===== src/rtl/painter_pkg.sv =====
// Shared types and constants for the rectangle painter.
// Opcodes, FSM encoding, default frame size and a shift-add helper.
package painter_pkg;

  localparam int DEF_WIDTH  = 160;
  localparam int DEF_HEIGHT = 120;

  typedef enum logic [1:0] {
    OP_FILL  = 2'd0,
    OP_CLEAR = 2'd1,
    OP_SWAP  = 2'd2,
    OP_NOP   = 2'd3
  } op_t;

  typedef enum logic [1:0] {
    S_IDLE    = 2'd0,
    S_FILL    = 2'd1,
    S_WAITVBL = 2'd2
  } state_t;

  // y*w as a sum of shifted copies of w, one adder per set bit of y
  function automatic logic [14:0] mulWidth(
    input logic [6:0] y,
    input int         w
  );
    logic [14:0] acc;
    acc = '0;
    for (int i = 0; i < 7; i++) begin
      if (y[i]) acc = acc + 15'(w << i);
    end
    return acc;
  endfunction

endpackage


===== src/rtl/rect_scanner.sv =====
// Raster x/y walker for one rectangle.
// Keeps a running row base so each pixel address is a single add.
module rect_scanner
  import painter_pkg::*;
#(
  parameter int WIDTH = DEF_WIDTH
) (
  input  logic        clk,
  input  logic        reset,
  input  logic        load,
  input  logic        step,
  input  logic [7:0]  startX,
  input  logic [6:0]  startY,
  input  logic [7:0]  xLo,
  input  logic [7:0]  xHi,
  input  logic [6:0]  yHi,
  output logic [14:0] wrtPtr,
  output logic        last
);

  logic [7:0]  x;
  logic [6:0]  y;
  logic [14:0] rowBase;
  logic [14:0] startBase;
  logic [14:0] nextBase;

  assign startBase = mulWidth(startY, WIDTH);
  assign nextBase  = rowBase + 15'(WIDTH);
  assign last      = (x == xHi) && (y == yHi);

  always_ff @(posedge clk or posedge reset) begin
    if (reset) begin
      x       <= '0;
      y       <= '0;
      rowBase <= '0;
      wrtPtr  <= '0;
    end else if (load) begin
      x       <= startX;
      y       <= startY;
      rowBase <= startBase;
      wrtPtr  <= startBase + 15'(startX);
    end else if (step) begin
      if (x == xHi) begin
        x       <= xLo;
        y       <= y + 7'd1;
        rowBase <= nextBase;
        wrtPtr  <= nextBase + 15'(xLo);
      end else begin
        x      <= x + 8'd1;
        wrtPtr <= rowBase + 15'(x) + 15'd1;
      end
    end
  end

endmodule


===== src/rtl/rect_painter.sv =====
// Command-driven rectangle filler with vblank-synchronised buffer swap.
// Owns the FSM and command latch; address generation is in rect_scanner.
module rect_painter
  import painter_pkg::*;
#(
  parameter int WIDTH  = DEF_WIDTH,
  parameter int HEIGHT = DEF_HEIGHT
) (
  input  logic        clk,
  input  logic        reset,
  input  logic        cmdValid,
  output logic        cmdReady,
  input  logic [1:0]  cmdOp,
  input  logic [7:0]  cmdX0,
  input  logic [7:0]  cmdX1,
  input  logic [6:0]  cmdY0,
  input  logic [6:0]  cmdY1,
  input  logic [2:0]  cmdColor,
  input  logic        vblank,
  output logic        we,
  output logic [14:0] wrtPtr,
  output logic [2:0]  dataIn,
  output logic        swapBuffers,
  output logic        busy
);

  state_t     state;
  op_t        op;
  logic       vblR;
  logic       accept;
  logic       isDraw;
  logic       rectOk;
  logic       load;
  logic       step;
  logic       last;
  logic [7:0] bx0;
  logic [7:0] bx1;
  logic [6:0] by0;
  logic [6:0] by1;
  logic [7:0] xLo;
  logic [7:0] xHi;
  logic [6:0] yHi;

  assign op       = op_t'(cmdOp);
  assign cmdReady = (state == S_IDLE) && !reset;
  assign busy     = ~cmdReady;
  assign accept   = cmdValid && cmdReady;
  assign isDraw   = (op == OP_FILL) || (op == OP_CLEAR);

  // FILL clamps the far corner; CLEAR ignores the given bounds entirely
  always_comb begin
    bx0 = cmdX0;
    by0 = cmdY0;
    bx1 = (cmdX1 > 8'(WIDTH - 1)) ? 8'(WIDTH - 1) : cmdX1;
    by1 = (cmdY1 > 7'(HEIGHT - 1)) ? 7'(HEIGHT - 1) : cmdY1;
    if (op == OP_CLEAR) begin
      bx0 = '0;
      by0 = '0;
      bx1 = 8'(WIDTH - 1);
      by1 = 7'(HEIGHT - 1);
    end
  end

  assign rectOk = (bx0 <= bx1) && (by0 <= by1);
  assign load   = accept && isDraw && rectOk;
  assign step   = (state == S_FILL) && !last;

  always_ff @(posedge clk or posedge reset) begin
    if (reset) begin
      state       <= S_IDLE;
      vblR        <= 1'b0;
      we          <= 1'b0;
      dataIn      <= '0;
      swapBuffers <= 1'b0;
      xLo         <= '0;
      xHi         <= '0;
      yHi         <= '0;
    end else begin
      vblR        <= vblank;
      swapBuffers <= 1'b0;
      unique case (state)
        S_IDLE: begin
          unique case (1'b1)
            load: begin
              state  <= S_FILL;
              we     <= 1'b1;
              dataIn <= cmdColor;
              xLo    <= bx0;
              xHi    <= bx1;
              yHi    <= by1;
            end
            (accept && op == OP_SWAP): state <= S_WAITVBL;
            default: ;
          endcase
        end
        S_FILL: begin
          if (last) begin
            state <= S_IDLE;
            we    <= 1'b0;
          end
        end
        S_WAITVBL: begin
          if (vblank && !vblR) begin
            swapBuffers <= 1'b1;
            state       <= S_IDLE;
          end
        end
        default: state <= S_IDLE;
      endcase
    end
  end

  rect_scanner #(
    .WIDTH(WIDTH)
  ) scanner (
    .clk    (clk),
    .reset  (reset),
    .load   (load),
    .step   (step),
    .startX (bx0),
    .startY (by0),
    .xLo    (xLo),
    .xHi    (xHi),
    .yHi    (yHi),
    .wrtPtr (wrtPtr),
    .last   (last)
  );

endmodule

===== config.mk =====
export PLATFORM = sky130hd
export DESIGN_NAME = rect_painter
export DESIGN_NICKNAME = d
export VERILOG_FILES = /design/src/rtl/painter_pkg.sv /design/src/rtl/rect_scanner.sv /design/src/rtl/rect_painter.sv
export SDC_FILE = /design/constraint.sdc
export NUM_CORES = 1
export LEC_CHECK = 0
export ABC_AREA = 1
export BUFFER_PORTS_ARGS = -buffer_cell sky130_fd_sc_hd__buf_4
export CORE_MARGIN = 5
export CORE_UTILIZATION = 40
export CTS_BUF_LIST = sky130_fd_sc_hd__clkbuf_8 sky130_fd_sc_hd__clkbuf_16
export CTS_CLUSTER_SIZE = 28
export DETAILED_ROUTE_END_ITERATION = 10
export SYNTH_ARGS = -nofsm -noshare
export SYNTH_HDL_FRONTEND = slang
export SYNTH_SLANG_ARGS = --single-unit

===== constraint.sdc =====
create_clock -name clk -period 3.1 [get_ports clk]
set_input_delay 0 -clock clk [delete_from_list [all_inputs] [get_ports clk]]
set_output_delay 0 -clock clk [all_outputs]
set_load 0.02 [all_outputs]

==> out/summary.log <==
[run_status] status completed
[timing] setup TNS 0 ps
[synth] most common cell in the netlist sky130_fd_sc_hd__nand2_1
[placed_design] Final HPWL DP 11500 um
[setup_path] critical path required time 3330 ps
[final_layout] final design area excluding fillers 6600 sq um
[setup_path] critical register-to-register path startpoint scanner.rowBase[5]
[power_and_ir_drop] power per unit of standard cell area 835 nW/um^2
[route] routed len/inst 14.7 um
[final_layout] fill cell instance count of the final layout 1315
[floorplan] die outline area 15900 sq um
[synth] proportion of synthesized chip area in sequential cells 0.325
[setup_path] cell with the biggest individual delay on the critical path sky130_fd_sc_hd__ha_1
[floorplan] Chip Width 126 um
[floorplan] Initial Utilization 0.407
[final_layout] area overhead of the layout relative to synthesis 22.4%
[synth] gate count of the mapped netlist 761
[synth] area share of the largest cell type after synthesis 0.325
[synth] number of synthesized register bits 70
[floorplan] number of ports placed on the die boundary 61
[placed_design] final weighted congestion in routability-driven placement 0.913
[setup_path] Crit Path Category input port to register
[synth] post-synthesis cell type with the largest combined area sky130_fd_sc_hd__dfrtp_1
[grt] via count of the first global-routing pass 5158
[timing] final count of negative-setup-slack endpoints 0
[route] total number of vias 5271
[timing] minimum clock period after layout 2870 ps
[synth] Area contributors post-synth sky130_fd_sc_hd__dfrtp_1, sky130_fd_sc_hd__nand2_1, sky130_fd_sc_hd__ha_1
[timing] final worst path period share 0.927
[grt] first-pass GRT wire length 25400 um
[route] violation count after the first detailed-routing iteration 393
[cts] number of H-tree levels 3
[timing] highest achievable clock rate 348 MHz
[synth] Syn Std Cell Area 5390 sq um
[synth] number of different library cells in the post-synthesis netlist 44
[run] max-cap viol count 0
[final_layout] # nets final 919
[synth] most frequent cells after synthesis sky130_fd_sc_hd__nand2_1, sky130_fd_sc_hd__inv_1, sky130_fd_sc_hd__dfrtp_1
[timing] max-slew violation count 0
[cts] Clock Pin Slew Worst Setup and Hold Paths 60 ps
[timing] final worst slack 227 ps
[worst_hold_path] hold path startpoint cmdX1[0]
[synth] Post-Synthesis Net Count 832
[timing] pin slew with the least headroom to its limit 990 ps
[placed_design] DP Area 6100 sq um
[synth] count of flip-flops with a built-in enable after synthesis 0
[setup_path] cell repeated most along the worst path sky130_fd_sc_hd__nand2_1
[setup_path] Crit. End Element register
[synth] Most used DFF post-synth sky130_fd_sc_hd__dfrtp_1
[floorplan] standard cell core area 13200 sq um
[route] count of unresolved DRC violations after routing 0
[synth] proportion of synthesized flip-flops having asynchronous set or reset 1.00
[cts] Max Buffers Root-to-Sink 2
[final_layout] number of diodes 0
[floorplan] height of the die 126 um
[setup_path] Largest stage delay, worst path 230 ps
[synth] number of warnings reported in the yosys synthesis log 0
[synth] Post-Synthesis Mean Instance Area 7.08 sq um
[power_and_ir_drop] peak supply drop 0.000362 V
[timing] Final Skew 6.61 ps
[cts] CTS tree done
[cts] master cell of the clock root buffer sky130_fd_sc_hd__clkbuf_16
[route] Total Routed Length 15100 um
[final_layout] Seq. cell area 1750 sq um
[cts] Num CTS Buffers 9
[route] average vias per placed instance 5.13
[worst_hold_path] kind of path behind the tightest hold check input port to register
[route] Final ANT Viol Nets 0
[grt] total overflow reported by the global router 0
[final_layout] area of the multi-input gates 3150 sq um
[placed_design] input/output buffers 60
[setup_path] highest fanout seen on the critical path 6
[power_and_ir_drop] leakage power of the design 0.00343 uW
[route] first-pass iteration count of the detailed router 7
[final_layout] fraction of layout cells with a size suffix above 1 0.173
[grt] antenna violations before repair 0
[grt] maximum number of pins on one net before global-route repair 47
[cts] Skew-Pair Late Insertion Delay 340 ps
[setup_path] crit path from cmdOp[1]
[setup_path] CP arrival 3100 ps
[grt] global router's overall resource usage 0.195
[floorplan] number of placement rows 42
[setup_path] critical path launch point type input port
[placed_design] worst slack, placed -153 ps
[timing] remaining max-slew budget at the tightest pin 0.339
[cts] # clock sinks 70
[timing] final hold viol count 0
[critical path, delay by kind of cell]
family | cells | cell delay (ps)
and+or+nand+nor | 18 | 1520
adders and majority gates | 5 | 1000
buffers and inverters | 6 | 410
AOI/OAI and AO/OA | 1 | 150
[cell usage in the layout, fill, tap and decap left out, types with 17 or more instances in the layout]
| cell type | n |
|---|---|
| sky130_fd_sc_hd__buf_4 | 82 |
| sky130_fd_sc_hd__ha_1 | 31 |
| sky130_fd_sc_hd__inv_1 | 87 |
| sky130_fd_sc_hd__nand2_1 | 231 |
| sky130_fd_sc_hd__xnor2_1 | 19 |
| sky130_fd_sc_hd__xor2_1 | 18 |
| sky130_fd_sc_hd__nand2_2 | 17 |
| sky130_fd_sc_hd__dfrtp_1 | 70 |
| sky130_fd_sc_hd__o21ai_0 | 49 |
| sky130_fd_sc_hd__nand3_1 | 56 |
| sky130_fd_sc_hd__nor2_1 | 51 |
| sky130_fd_sc_hd__dlygate4sd3_1 | 17 |
[metal layers]
metal,GRT usage,wire (um),share of wire
met1,0.266,7020,0.46
met5,0,0,0
met4,0.0726,350,0.023
met3,0.0220,653,0.043
met2,0.321,7090,0.47
[final timing paths]
| check | to | slack [ps] | depth (start not counted) |
|---|---|---|---|
| worst max-delay path | scanner.wrtPtr[13] | 230 | 30 |
| worst min-delay path | xHi[0] | 20 | 3 |
| worst max register to register | scanner.wrtPtr[13] | 380 | 16 |
| worst min register to register | swapBuffers | 430 | 1 |
| max in group asynchronous | scanner.wrtPtr[7] | 1840 | 4 |
| min in group asynchronous | state[1] | 470 | 3 |
[cell families (layout without fill, tap and decap cells)]
kind of cell,after synthesis,after routing,synth area share
simple gates,400,400,0.333
buf+inv,118,209,0.0924
flops,70,70,0.325
fa+ha+maj,32,32,0.0743
xor+xnor,37,37,0.0601
compound gates,104,104,0.115
[registers in the layout, indices dropped and copies added (netlist names)]
signal	flops
swapBuffers	1
xHi	8
scanner.y	7
we	1
scanner.rowBase	10
yHi	7
scanner.wrtPtr	14
scanner.x	8
xLo	8
state	2
dataIn	3
vblR	1
[power breakdown]
part | switching, uW | internal (uW)
Sequential | 409 | 1340
Clock | 400 | 699
Combinational | 1570 | 1100
[layout make-up]
type | instances | share of cell area
Clock buffer | 9 | 0.0341
Timing Repair Buffer | 100 | 0.122
Tap cell | 176 | 0.0334
Inverter | 94 | 0.0538
Multi-Input combinational cell | 573 | 0.478
Clock inverter | 6 | 0.0135
Sequential cell | 70 | 0.265
[per-stage QoR]
stage | util | power [uW] | hold slack, ps | cells
after floorplan | - | 3600 | 31.4 | 761
after global placement | 0.461 | 4330 | 120 | 996
after detailed placement | 0.461 | 4390 | 125 | 996
after CTS | 0.497 | 5530 | 10.8 | 1028
after global routing | 0.498 | 5990 | 40.5 | 1028
final | 0.498 | 5510 | 15.7 | 1028
[what timing repair did]
item,in CTS,in global routing
resized for setup,0,6
hold buffers,17,0
setup endpoints to repair,0,3
hold endpoints to repair,60,0
setup buffers,0,0
Note: power is estimated with default switching activity, not from simulation.
